==> src/rtl/sram_host_ctrl.sv <==
// Host request/response front end for a single-port synchronous SRAM.
// Drives the SRAM strobe on accept and returns responses through a 2-entry in-order FIFO.
module sram_host_ctrl #(
    parameter int DW = 32,
    parameter int AW = 8
) (
    input  logic            clk_i,
    input  logic            rst_ni,

    input  logic            req_valid_i,
    output logic            req_ready_o,
    input  logic            req_we_i,
    input  logic [AW+1:0]   req_addr_i,
    input  logic [3:0]      req_be_i,
    input  logic [DW-1:0]   req_wdata_i,

    output logic            rsp_valid_o,
    input  logic            rsp_ready_i,
    output logic [DW-1:0]   rsp_rdata_o,
    output logic            rsp_err_o,
    output logic            rsp_we_o,

    output logic            sram_csb_o,
    output logic            sram_wenb_o,
    output logic [3:0]      sram_wmask_o,
    output logic [AW-1:0]   sram_addr_o,
    output logic [DW-1:0]   sram_wdata_o,
    input  logic [DW-1:0]   sram_rdata_i
);

    logic            req_err;
    logic            accept;
    logic            sram_go;
    logic            pop;
    logic            push;
    logic [2:0]      occupancy;
    logic [DW-1:0]   push_rdata;

    logic            pend;
    logic            pend_we;
    logic            pend_err;

    logic [DW-1:0]   fifo_rdata [2];
    logic            fifo_err   [2];
    logic            fifo_we    [2];
    logic            wr_ptr;
    logic            rd_ptr;
    logic [1:0]      count;

    always_comb begin
        req_err   = (req_addr_i[1:0] != 2'b00) || (req_we_i && (req_be_i == 4'b0000));
        occupancy = {1'b0, count} + {2'b00, pend};

        rsp_valid_o = rst_ni && (count != 2'd0);
        rsp_rdata_o = fifo_rdata[rd_ptr];
        rsp_err_o   = fifo_err[rd_ptr];
        rsp_we_o    = fifo_we[rd_ptr];
        pop         = rsp_valid_o && rsp_ready_i;

        // A pop frees a slot in the same cycle, so a full FIFO still accepts while draining.
        req_ready_o = rst_ni && ((occupancy < 3'd2) || pop);
        accept      = req_valid_i && req_ready_o;
        sram_go     = accept && !req_err;
    end

    always_comb begin
        sram_csb_o   = 1'b1;
        sram_wenb_o  = 1'b1;
        sram_wmask_o = 4'b0000;
        sram_addr_o  = '0;
        sram_wdata_o = '0;
        if (sram_go) begin
            sram_csb_o   = 1'b0;
            sram_wenb_o  = !req_we_i;
            sram_wmask_o = req_we_i ? req_be_i : 4'b0000;
            sram_addr_o  = req_addr_i[AW+1:2];
            sram_wdata_o = req_wdata_i;
        end
    end

    // The pending stage lines up the response with the SRAM read data, one cycle after the strobe.
    always_comb begin
        push       = pend;
        push_rdata = (!pend_err && !pend_we) ? sram_rdata_i : '0;
    end

    always_ff @(posedge clk_i) begin
        if (!rst_ni) begin
            pend     <= 1'b0;
            pend_we  <= 1'b0;
            pend_err <= 1'b0;
            wr_ptr   <= 1'b0;
            rd_ptr   <= 1'b0;
            count    <= 2'd0;
        end else begin
            pend     <= accept;
            pend_we  <= req_we_i;
            pend_err <= req_err;
            if (push) begin
                wr_ptr <= ~wr_ptr;
            end
            if (pop) begin
                rd_ptr <= ~rd_ptr;
            end
            case ({push, pop})
                2'b10:   count <= count + 2'd1;
                2'b01:   count <= count - 2'd1;
                default: count <= count;
            endcase
        end
    end

    always_ff @(posedge clk_i) begin
        if (rst_ni && push) begin
            fifo_rdata[wr_ptr] <= push_rdata;
            fifo_err[wr_ptr]   <= pend_err;
            fifo_we[wr_ptr]    <= pend_we;
        end
    end

endmodule

==> config.mk <==
export PLATFORM = sky130hd
export DESIGN_NAME = sram_host_ctrl
export DESIGN_NICKNAME = d
export VERILOG_FILES = /design/src/rtl/sram_host_ctrl.sv
export SDC_FILE = /design/constraint.sdc
export NUM_CORES = 1
export LEC_CHECK = 0
export ABC_AREA = 1
export CORE_AREA = 2 2 108 110
export DETAILED_ROUTE_END_ITERATION = 7
export DIE_AREA = 0 0 110 112
export HOLD_SLACK_MARGIN = 0.08
export PLACE_DENSITY_LB_ADDON = 0.15
export REMOVE_ABC_BUFFERS = 1
export SYNTH_ARGS = -nofsm -noshare
export SYNTH_HDL_FRONTEND = slang
export SYNTH_SLANG_ARGS = --single-unit
==> constraint.sdc <==
create_clock -name clk_i -period 3.5 [get_ports clk_i]
set_input_delay 0.525 -clock clk_i [delete_from_list [all_inputs] [get_ports clk_i]]
set_output_delay 0.525 -clock clk_i [all_outputs]
set_load 0.01 [all_outputs]
==> run_results.csv, run 1 <==
group,metric,value,unit
outcome,run_status,"completed",
die,top_level_ports,165,
final_layout,design.final.nets,570,
clock_tree,resize_count_post_cts,0,
yosys,synth_cell_types,25,
timing,drv_slew,0,
clock_tree,clockBufferDepth,2,
yosys,share_of_synthesized_area_occupied_by_flip_flops_and_latches,57.8,%
grt,pin_count_of_the_biggest_net_entering_global_routing,46,
pwr,power.internal,1880,uW
pwr,netSwitchingPower,526,uW
timing,worstMarginPinSlew,0.702,ns
clock_tree,clkSinkCount,76,
worst_setup_path,critPathLaunchType,"input pin",
timing,setup_failing_eps_final,0,
worst_setup_path,worst_setup_path_end_kind,"primary output",
clock_tree,ctsHoldBuffers,0,
grt,antenna_violations_before_repair,0,
clock_tree,numCtsBuffers,9,
route,wirelength,8520,um
die,fp.dieH,112,um
die,fp.dieArea,12300,um^2
route,detailed_routing_iteration_count_for_the_pre_antenna_repair_pass,4,
route,initialDrtViolationCount,89,
timing,maxSlewHeadroom,53.2,%
timing,min_period,2.94,ns
pwr,p_per_area,411,nW/um^2
final_layout,area_delta_synth_final,53.7,%
yosys,synth-main-ff-cell,"sky130_fd_sc_hd__edfxtp_1",
yosys,synth.area.top_cells,"sky130_fd_sc_hd__edfxtp_1 54%, sky130_fd_sc_hd__nor3_2 10%, sky130_fd_sc_hd__mux2_2 10%",
final_layout,final_layout_size_suffix_gt1_share,21.0,%
timing,timing.setup.tns,0,ns
yosys,ys_seq_elements,76,
route,wl_per_cell,13.4,um
worst_setup_path,critPathRequiredTime,2.97,ns
grt,track_usage,14.3,%
clock_tree,cts_tree,"yes",
worst_setup_path,timing.critical_path.fanout_max,45,
yosys,synth_enable_flop_cells,68,
timing,finalWorstSetupSlack,0.560,ns
yosys,synth_async_sr_flop_share,0,%
yosys,area_share_of_the_largest_cell_type_after_synthesis,53.6,%
grt,grt_remaining_overflow,0,
worst_setup_path,timing_worst_setup_path_type,"in -> out",
route,post-route-drc-count,0,
yosys,synth.most_common_cell,"sky130_fd_sc_hd__inv_1",
timing,final_hold_viol_count,0,
timing,layout_skew,0.00272,ns
placement,gp_congestion,0.766,
clock_tree,ctsHtreeMaxLevel,3,
die,chipWidth,110,um
grt,first_global_vias,2966,
yosys,number_of_cells_produced_by_synthesis,323,
die,std_cell_rows,39,
timing,grt_setup_unrepaired,"false",
route,drtAntennaViolNets,0,
yosys,post_synth.cell_area_avg,11.8,um^2
clock_tree,number_of_buffers_inserted_to_repair_setup_after_cts,0,
clock_tree,clkTransAtPathRegs,0.06,ns
placement,hpwlAfterDp,6030,um
worst_setup_path,worstPathArrival,2.42,ns
final_layout,antenna_cells,0,
yosys,synth.yosys.warnings,0,
timing,final.period_utilization,84.0,%
route,num_vias,2776,
yosys,yosys.area.top_type,"sky130_fd_sc_hd__edfxtp_1",
timing,fmax,340,MHz
clock_tree,clock_insertion_delay_worst_skew,0.33,ns
min_path,hp-class,"reg -> reg",
flow_run,timing.max_cap.violations,0,
route,post_dr_vias_cell,4.38,
pwr,worst_ir_drop_vdd,226,uV
die,initial_core_util,34.1,%
pwr,power.leakage,0.00226,uW
clock_tree,cts-root-buf,"sky130_fd_sc_hd__clkbuf_16",
yosys,synth_top_cells_by_count,"81 x sky130_fd_sc_hd__inv_1, 68 x sky130_fd_sc_hd__edfxtp_1, 39 x sky130_fd_sc_hd__nor2_1, 39 x sky130_fd_sc_hd__nor3_2, 34 x sky130_fd_sc_hd__mux2_2",
pwr,seqPwrFrac,43.3,%
die,design.core.area,11200,um^2
grt,grt_first_pass_wirelength,13500,um
pwr,p_sw_share,21.9,%
placement,port_buffers,164,
pwr,clock_power_share,40.7,%
pwr,power.combinational.fraction,16.0,%
yosys,synthesis.area,3810,um^2
placement,dp_slack,0.521,ns
## cells by family after synthesis
family,synth area share [%]
and+or+nand+nor,18.8
buffers and inverters,12.0
DFF,57.8
muxes,10.1
AOI/OAI and AO/OA,1.05
adders and majority gates,0.328
## layout by cell type, fill, tap and decap left out, drive strengths merged
master / synthesis / final
clkinvlp: 0 / 1
inv: 82 / 82
mux2: 34 / 34
nand3: 4 / 4
nor2: 39 / 39
ha: 1 / 1
dfxtp: 8 / 8
edfxtp: 68 / 68
nor3: 45 / 45
o21ai: 2 / 2
nand2: 17 / 17
clkbuf: 1 / 12
clkinv: 0 / 1
bufinv: 0 / 2
clkdlybuf4s50: 0 / 164
a21oi: 6 / 6
or2: 1 / 1
buf: 15 / 4
## per-stage QoR
step,power [uW],instance area (um^2),util [%],instances,hold slack [ns]
final,2400,5860,52.4,634,0.459
after global placement,1450,5540,49.5,618,0.434
after global routing,2510,5860,52.4,634,0.475
after detailed placement,1450,5540,49.5,618,0.444
after floorplan,1230,3660,-,307,0.417
after CTS,2440,5860,52.4,634,0.461
## critical path, stage by stage
cell and delay (ns):
sky130_fd_sc_hd__clkdlybuf4s50_1 0.62, sky130_fd_sc_hd__nand3_2 0.13, sky130_fd_sc_hd__nand2_4 0.11, sky130_fd_sc_hd__nand2_8 0.23
sky130_fd_sc_hd__nor3_2 0.22, sky130_fd_sc_hd__clkdlybuf4s50_1 0.57
## registers in the layout, summed over array words and instances (netlist names), named ones only
| name | flops |
|---|---|
| fifo_we | 2 |
| fifo_rdata | 64 |
| rd_ptr | 1 |
| pend_we | 1 |
| pend_err | 1 |
| fifo_err | 2 |
| count | 2 |
| wr_ptr | 1 |
| pend | 1 |
## power groups by stage
| stage | clock (uW) | sequential (uW) | combinational, uW |
|---|---|---|---|
| finish | 979 | 1040 | 385 |
| global route | 1040 | 1040 | 421 |
| CTS | 1000 | 1040 | 394 |
| detailed placement | 0 | 1060 | 392 |
| global placement | 0 | 1060 | 390 |
| floorplan | 0 | 1060 | 172 |
## cell type report
type / count / area, um^2
Inverter: 82 / 308
Clock buffer: 12 / 246
Fill cell: 1020 / 5320
Tap cell: 143 / 179
Multi-Input combinational cell: 149 / 1160
Sequential cell: 76 / 2200
Timing Repair Buffer: 168 / 1680
Clock inverter: 4 / 72.6
## path summary, 6_finish.rpt
kind | slack [ns] | depth (start not counted) | startpoint | to
max reg2reg | 2.04 | 10 | count[1] | count[1]
max | 0.56 | 6 | rst_ni | sram_wdata_o[21]
min reg2reg | 0.46 | 0 | pend_err | fifo_err[1]
min | 0.46 | 0 | pend_err | fifo_err[1]
## metal layers
metal  part of all wire, %  GRT usage [%]  vias to the layer above  wire, um
li1                      -              -                     1368         -
met1                    38           14.8                     1274      3230
met2                    51           25.3                      125      4310
met3                    10           6.09                        9       872
met4                   1.3           5.57                        0       110
met5                     0              0                        -         0
(Power assumes the default switching activity.)
==> run 2, diff against run 1 <==
==> constraint.sdc (replaced) <==
create_clock -name clk_i -period 2.9 [get_ports clk_i]
set_input_delay 0.435 -clock clk_i [delete_from_list [all_inputs] [get_ports clk_i]]
set_output_delay 0.435 -clock clk_i [all_outputs]
set_load 0.01 [all_outputs]
==> run 2 against run 1 <==
  * Worst setup slack got worse by 0.36 ns
  * Sequential share of layout area fell by 0.11 points
  * First-iteration DRC count rose by 10%
  * Die area did not move
  * Cell area rose by 0.30%
  * Clock skew rose by 0.0019 ns
  * Critical path type unchanged
  * Sequential cell count did not move
  * Via count did not move
==> run_results.csv, run 2 (synthesis results as in run 1) <==
group,metric,value,unit
pwr,design_power_total,2780,uW
final_layout,final_layout_size_suffix_gt1_share,21.1,%
timing,setup_failing_eps_final,0,
timing,grt_setup_unrepaired,"false",
die,chipWidth,110,um
placement,placed_cells,620,
pwr,power.leakage,0.00226,uW
grt,first_global_vias,2867,
die,design.core.area,11200,um^2
route,post_dr_vias_cell,4.36,
timing,min_period,2.70,ns
worst_setup_path,cp.buffers_inverters,2,
final_layout,layout_commonest_cell,"sky130_fd_sc_hd__clkdlybuf4s50_1",
grt,pin_count_of_the_biggest_net_entering_global_routing,46,
die,std_cell_rows,39,
pwr,worst_ir_drop_vdd,267,uV
worst_setup_path,cpMostUsedCell,"sky130_fd_sc_hd__clkdlybuf4s50_1",
final_layout,nFillCells,1025,
grt,track_usage,14.1,%
route,detailed_routing_iteration_count_for_the_pre_antenna_repair_pass,4,
route,post-route-drc-count,0,
clock_tree,clockBufferDepth,2,
die,initial_core_util,34.1,%
worst_setup_path,cpMaxStageDelayCell,"sky130_fd_sc_hd__clkdlybuf4s50_1",
clock_tree,number_of_buffers_inserted_to_repair_setup_after_cts,0,
placement,placement.cell_area,5590,um^2
timing,final.period_utilization,93.0,%
route,initialDrtViolationCount,98,
die,top_level_ports,165,
clock_tree,numCtsBuffers,9,
timing,drv_slew,0,
clock_tree,ctsHoldBuffers,0,
worst_setup_path,worstPathArrival,2.26,ns
route,num_vias,2776,
min_path,hp-class,"reg -> reg",
worst_setup_path,critPathLaunchType,"input pin",
placement,gp_congestion,0.734,
clock_tree,clock_insertion_delay_worst_skew,0.32,ns
worst_setup_path,timing.critical_path.slowest_cell_delay,0.57,ns
final_layout,antenna_cells,0,
final_layout,most_flop_heavy_register,"fifo_rdata",
die,fp.dieH,112,um
outcome,run_status,"completed",
worst_setup_path,critical_path.top_delay_family,"buffers and inverters",
final_layout,design.final.nets,572,
timing,fmax,371,MHz
final_layout,area_delta_synth_final,54.2,%
timing,timing.setup.tns,0,ns
timing,final_hold_viol_count,0,
timing,layout_skew,0.00460,ns
placement,port_buffers,164,
final_layout,sequential_cell_area,2200,um^2
final_layout,mostFrequentLayoutCells,"164 x sky130_fd_sc_hd__clkdlybuf4s50_1, 81 x sky130_fd_sc_hd__inv_1, 68 x sky130_fd_sc_hd__edfxtp_1",
clock_tree,ctsHtreeMaxLevel,3,
worst_setup_path,timing.critical_path.fanout_max,45,
final_layout,postLayoutCoreUtil,52.6,%
grt,grt_remaining_overflow,0,
die,fp.dieArea,12300,um^2
worst_setup_path,critPathRequiredTime,2.47,ns
worst_setup_path,cp_cell_sequence,"clkdlybuf4s50_1 -> nand3_2 -> nand2_4 -> nand2_8 -> nor3_2 -> clkdlybuf4s50_1",
clock_tree,clkTransAtPathRegs,0.05,ns
final_layout,multiInputGateArea,1160,um^2
clock_tree,resize_count_post_cts,0,
flow_run,timing.max_cap.violations,0,
worst_setup_path,worst_setup_path_end_kind,"primary output",
grt,antenna_violations_before_repair,0,
clock_tree,cts_tree,"yes",
clock_tree,cts-root-buf,"sky130_fd_sc_hd__clkbuf_16",
timing,worstMarginPinSlew,0.699,ns
final_layout,final_cell_area,5870,um^2
grt,grt_first_pass_wirelength,13200,um
route,wirelength,8520,um
timing,maxSlewHeadroom,53.4,%
final_layout,finish.cell_count_without_fillers,636,
route,drtAntennaViolNets,0,
worst_setup_path,timing_worst_setup_path_type,"in -> out",
route,wl_per_cell,13.4,um
final_layout,largest_register_ffs,64,
placement,hpwlAfterDp,6150,um
pwr,p_per_area,473,nW/um^2
clock_tree,clkSinkCount,76,
[run 2: changes by cell type in the layout (fill, tap and decap cells not counted), sizes merged]
cell and delta:
buf +2, bufinv -1, clkbuf -2, clkinv +3
[run 2: cell type report]
cell class,instances,area share (%)
flip-flops and latches,76,37.5
clock inverters,6,0.937
multi-input cells,149,19.8
well taps,143,3.05
repair buffers,170,29.6
inverters,82,5.24
clock buffers,10,3.90
[run 2: path summary, 6_finish.rpt]
check,endpoint,cells past startpoint,from,slack [ns]
setup / recovery,sram_wdata_o[4],6,rst_ni,0.20
setup reg to reg,count[1],9,count[1],1.43
hold / removal,fifo_we[1],0,pend_we,0.45
hold reg to reg,fifo_we[1],0,pend_we,0.45
[run 2: per-layer routing]
| metal | up-vias | wire length, um | GRT usage (%) |
|---|---|---|---|
| met5 | - | 0 | 0 |
| met2 | 126 | 4330 | 24.9 |
| met4 | 0 | 86 | 5.82 |
| met3 | 7 | 843 | 5.74 |
| li1 | 1380 | - | - |
| met1 | 1263 | 3260 | 14.6 |
[run 2: power breakdown]
part / total [uW] / switching (uW) / internal, uW
Sequential: 1250 / 15.9 / 1240
Combinational: 477 / 217 / 260
Clock: 1050 / 391 / 656
[run 2: metrics by stage]
step / worst slack, ns / hold slack [ns]
CTS: 0.169 / 0.447
global placement: 0.189 / 0.435
floorplan: -0.427 / 0.417
global route: 0.0475 / 0.467
detailed placement: 0.177 / 0.434
finish: 0.204 / 0.452
==> RTL change 1, RTL diff (settings of run 2) <==
Make the reset (`rst_ni`) asynchronous in one clocked block.
--- a/src/rtl/sram_host_ctrl.sv
+++ b/src/rtl/sram_host_ctrl.sv
@@ -86,3 +86,3 @@
 
-    always_ff @(posedge clk_i) begin
+    always_ff @(posedge clk_i or negedge rst_ni) begin
         if (!rst_ni) begin
Behaviour: differs if rst_ni is asserted again (counterexample within 4 cycles, from zero or initial values and one cycle with rst_ni low); with rst_ni held inactive, the same outputs for 10 cycles.
==> RTL change 1 against run 2 <==
Sequential cell count down 1; wire length up 5.6%; fmax down 1.6%; critical path type unchanged; critical path depth up 1; area after synthesis down 0.89%; setup slack worse by 0.044 ns; cell area up 0.11%.
Power is not compared: it rests on default switching activity, and its combinational part moved more than twofold at a synthesized area within 25%.
==> RTL change 1: results (changes against run 2) <==
Placed design
  – Port bufs: 164 (unchanged)
  – Placed cells: 680 (was 620)
  – Placed inst area: 5590 um2 (about the same)
  – Gpl congestion: 0.727 (was 0.734)
  – Post-detail-place hpwl: 6350 um (was 6150 um)

Clock network
  – CTS Buf Count: 9 (unchanged)
  – H-Tree Depth: 3 (unchanged)
  – Clk Latency, worst-skew pair: 0.32 ns (about the same)
  – Setup bufs post-CTS: 0 (unchanged)
  – # resized after CTS: 0 (unchanged)
  – Clock-pin slew on the worst setup and hold paths: 0.05 ns (about the same)

Drt
  – Via density: 4.31 (was 4.36)
  – DR iter-0 viols: 117 (was 98)
  – Final wirelength: 9000 um (was 8520 um)
  – WL/cell: 12.9 um (was 13.4 um)
  – DRC violations left: 0 (unchanged)

Global route
  – Met3 Track Usage GR: 5.68% (was 5.74%)
  – Met2 Usage GRT: 26.7% (was 24.9%)
  – Largest net degree at the start of global routing: 35 (was 46)
  – Total GRT Usage: 15.3% (was 14.1%)
  – First-pass GRT wire length: 14,400 um (was 13,200 um)
  – Vias in the first global route: 3,102 (was 2,867)
  – GR Util met1: 16.3% (was 14.6%)

Layout
  – Fill count: 1,036 (was 1,025)
  – Antenna diode count: 0 (unchanged)
  – Share of cells above drive strength 1: 13.7% (was 21.1%)
  – Top reg by flops: fifo_rdata (unchanged)
  – Fin nets: 632 (was 572)
  – Max reg flops: 64 (unchanged)

Critical path
  – Critical path origin: rst_ni (unchanged)
  – End of the critical path: sram_wdata_o[22] (was sram_wdata_o[4])
  – R2R Setup Slk: 1.37 ns (was 1.43 ns)
  – R2r startpoint: count[0] (was count[1])
  – Crit-path max FO: 26 (was 45)
  – Worst r2r dst: count[1] (unchanged)
  – FF-to-FF path depth: 8 (was 9)
  – CP arrival: 2.31 ns (was 2.26 ns)

Logic synthesis
  – Commonest cells post-synth: 108 x nand2_1, 77 x inv_1, 68 x edfxtp_1 (was 81 x inv_1, 68 x edfxtp_1, 39 x nor2_1, 39 x nor3_2, 34 x mux2_2)
  – Synth Cell Area: 3770 um2 (was 3810 um2)
  – Post-synthesis sequential area ratio: 58.7% (was 57.8%)
  – Fraction of registers with async set/reset: 9.33% (was 0%)
  – Top_reg_cell synth: edfxtp_1 (unchanged)
  – Syn_area_per_cell: 9.93 um2 (was 11.8 um2)
  – Syn. warnings: 0 (unchanged)
  – Yosys cell types: 28 (was 25)
  – Synth area leaders: edfxtp_1 54%, nand2_1 11%, nor3_2 10% (was edfxtp_1 54%, nor3_2 10%, mux2_2 10%)

Worst hold path
  – HP Class: reg2reg (unchanged)

Outcome
  – Status: complete, no violations (unchanged)

Timing
  – Final Skew: 0.00415 ns (was 0.00460 ns)
  – Worst Tran Pin Value: 0.688 ns (was 0.699 ns)

Pwr
  – Max rail drop VDD: 0.000397 V
## RTL change 1: cell types whose count changed after synthesis, sizes merged, moves of 3 or more
cell	delta
inv	-3
mux2	-34
buf	-4
nand2	+95
dfxtp	-8
xor2	+3
a21oi	-4
dfrtp	+7
clkbuf	+7
nor2	-3
## RTL change 1: power breakdown
group	leakage, nW	internal (mW)	switching (mW)
clock network	0.143	0.662	0.406
logic	1.61	0.686	0.729
registers	0.713	1.28	0.0407
## RTL change 1: cells by family (layout without fill, tap and decap cells)
| family | count (synthesis) | in the layout | share of synthesized area [%] |
|---|---|---|---|
| adder cells (fa/ha/maj) | 1 | 1 | 0.331 |
| AO/OA/AOI/OAI | 3 | 3 | 0.398 |
| AND/OR/NAND/NOR | 198 | 198 | 27.8 |
| buffers and inverters | 99 | 272 | 11.8 |
| flip-flops | 75 | 75 | 58.7 |
| XOR/XNOR | 4 | 4 | 0.928 |
## RTL change 1: critical path, cell delays in order
cell and delay (ns):
clkdlybuf4s50_1 0.54, nand3_1 0.14, nand2_4 0.12, nand2_8 0.15, buf_12 0.21, nor3_2 0.12, clkdlybuf4s50_1 0.56
## RTL change 1: worst min-delay path by stage
stage                  from    endpoint  slack [ns]  cells past startpoint
finish              pend_we  fifo_we[0]        0.47                      0
floorplan            rst_ni    count[0]        0.14                      0
global placement    pend_we  fifo_we[1]        0.44                      0
CTS                 pend_we  fifo_we[0]        0.47                      0
detailed placement  pend_we  fifo_we[0]        0.45                      0
global route        pend_we  fifo_we[0]        0.49                      0
## RTL change 1: final cells by class
cell class,count,area [um2],area share (%)
flip-flops and latches,75,2220,37.7
repair buffers,176,1770,30.1
multi-input cells,206,1120,19.0
inverters,80,300,5.11
clock buffers,9,225,3.83
well taps,143,179,3.04
clock inverters,7,68.8,1.17
## RTL change 1: through the flow
stage	power (mW)	setup TNS (ns)	worst slack, ns	hold slack (ns)
2_1_floorplan	1.97	-12.66	-0.372	0.139
3_3_place_gp	2.78	0	0.188	0.441
3_5_place_dp	2.79	0	0.139	0.454
4_1_cts	3.87	0	0.129	0.467
5_1_grt	4.05	0	0.0270	0.489
6_report	3.81	0	0.160	0.468
## RTL change 1: metal layers
metal  vias to the layer above  share of wire (%)  wire (um)
met2                       131                 49       4430
met4                         0                2.1        185
li1                       1509                  -          -
met3                        15                 11        957
met1                      1346                 38       3420
met5                         -                  0          0
==> RTL change 2, RTL diff (flow settings as in run 2) <==
Made on the original files. The parameter `DW` goes from 32 to 24.
--- a/src/rtl/sram_host_ctrl.sv
+++ b/src/rtl/sram_host_ctrl.sv
@@ -3,3 +3,3 @@
 module sram_host_ctrl #(
-    parameter int DW = 32,
+    parameter int DW = 24,
     parameter int AW = 8
Ports: changed (resized req_wdata_i, rsp_rdata_o, sram_rdata_i and sram_wdata_o); port bits go from 165 to 133. The function was not compared with the original's and may differ.
==> RTL change 2 against run 2 <==
Wire length decreased by 16%; cell area fell by 18%; combinational power fell by 17%; global-route usage down 2.1 points; area after synthesis down 20%; worst hold slack got worse by 0.0019 ns; setup slack improved by 0.040 ns; largest power group is now the clock network; synthesized cell count decreased by 19%; non-clock buffer count is 31 lower; total power decreased by 14%; sequential cell count decreased by 16.
==> RTL change 2: results (changes against run 2) <==
Layout
  – Final std cells w/o fill: 549 (was 636)
  – Seq/total area: 35.9% (was 37.5%)
  – Share of cells above drive strength 1: 21.4% (was 21.1%)
  – NonClk Buf Share: 29.2% (was 29.6%)
  – Signal buffers: 139 (was 170)
  – Fill count: 1,099 (was 1,025)

Logic synthesis
  – Synth area leaders: edfxtp_1 51%, mux2_2 9.7%, nor3_2 9.2% (was edfxtp_1 54%, nor3_2 10%, mux2_2 10%)
  – Post-synth EDFFs: 52 (was 68)

Drt
  – Via density: 4.20 (was 4.36)
  – Final wirelength: 7200 um (was 8520 um)
  – DR iter-0 viols: 91 (was 98)

Critical path
  – CP arrival: 2.22 ns (was 2.26 ns)
  – End of the critical path: sram_addr_o[7] (was sram_wdata_o[4])
  – Crit-path max FO: 37 (was 45)

Placed design
  – Placed cells: 533 (was 620)
  – Gpl congestion: 0.765 (was 0.734)
  – Post-detail-place hpwl: 4990 um (was 6150 um)

Global route
  – GR Util met1: 12.9% (was 14.6%)
  – Vias in the first global route: 2,355 (was 2,867)
  – Total GRT Usage: 12.0% (was 14.1%)
  – Met3 Track Usage GR: 6.79% (was 5.74%)

Clock network
  – Clock sinks: 60 (was 76)

Pwr
  – Max rail drop VDD: 0.000253 V (was 0.000267 V)
  – Static leakage: 1.85 nW (was 2.26 nW)

Outcome
  – Status: complete, no violations (unchanged)

Timing
  – Final Skew: 0.00539 ns (was 0.00460 ns)
  – Worst Tran Pin Value: 0.562 ns (was 0.699 ns)
==> RTL change 2: cell types whose count changed after synthesis <==
cell | run 2 | this run
nor3_1 | 5 | 7
buf_8 | 3 | 1
buf_6 | 4 | 3
buf_2 | 7 | 5
inv_1 | 81 | 65
edfxtp_1 | 68 | 52
nor3_2 | 39 | 28
buf_12 | 1 | 2
nor2_1 | 39 | 31
mux2_2 | 34 | 26
nor3_4 | 1 | 2
==> RTL change 2: where the power goes <==
| group | total [mW] | switching [mW] | internal (mW) |
|---|---|---|---|
| Combinational | 0.396 | 0.185 | 0.210 |
| Clock | 1.02 | 0.358 | 0.659 |
| Sequential | 0.985 | 0.00950 | 0.976 |
==> RTL change 2: kinds of logic after synthesis <==
kind of cell	after synthesis	share of synthesized area (%)
simple gates	90	19.8
buf+inv	78	12.0
flops	60	56.8
mux	26	9.65
compound gates	8	1.32
fa+ha+maj	1	0.412
==> RTL change 2: stage by stage <==
stage	hold WS [ns]	area, um2	worst slack (ns)	power, mW
after global placement	0.427	4510	0.244	1.40
after global routing	0.459	4800	0.0967	2.51
after CTS	0.448	4800	0.206	2.44
after floorplan	0.417	2920	0.135	1.18
final	0.450	4800	0.243	2.40
after detailed placement	0.437	4510	0.208	1.41
==> RTL change 2: worst reg2reg max path, delay by kind of cell, from the launching register on <==
kind / cells / cell delay (ns)
buffers and inverters: 2 / 0.20
AO/OA/AOI/OAI: 2 / 0.23
flip-flops: 1 / 0.29
adder cells (fa/ha/maj): 1 / 0.31
AND/OR/NAND/NOR: 4 / 0.33
==> RTL change 2: routing by layer <==
metal  share of wire, %  vias up
met5                  0        -
met4                1.1        0
met3                 12        4
met2                 48      112
met1                 40     1062
li1                   -     1129
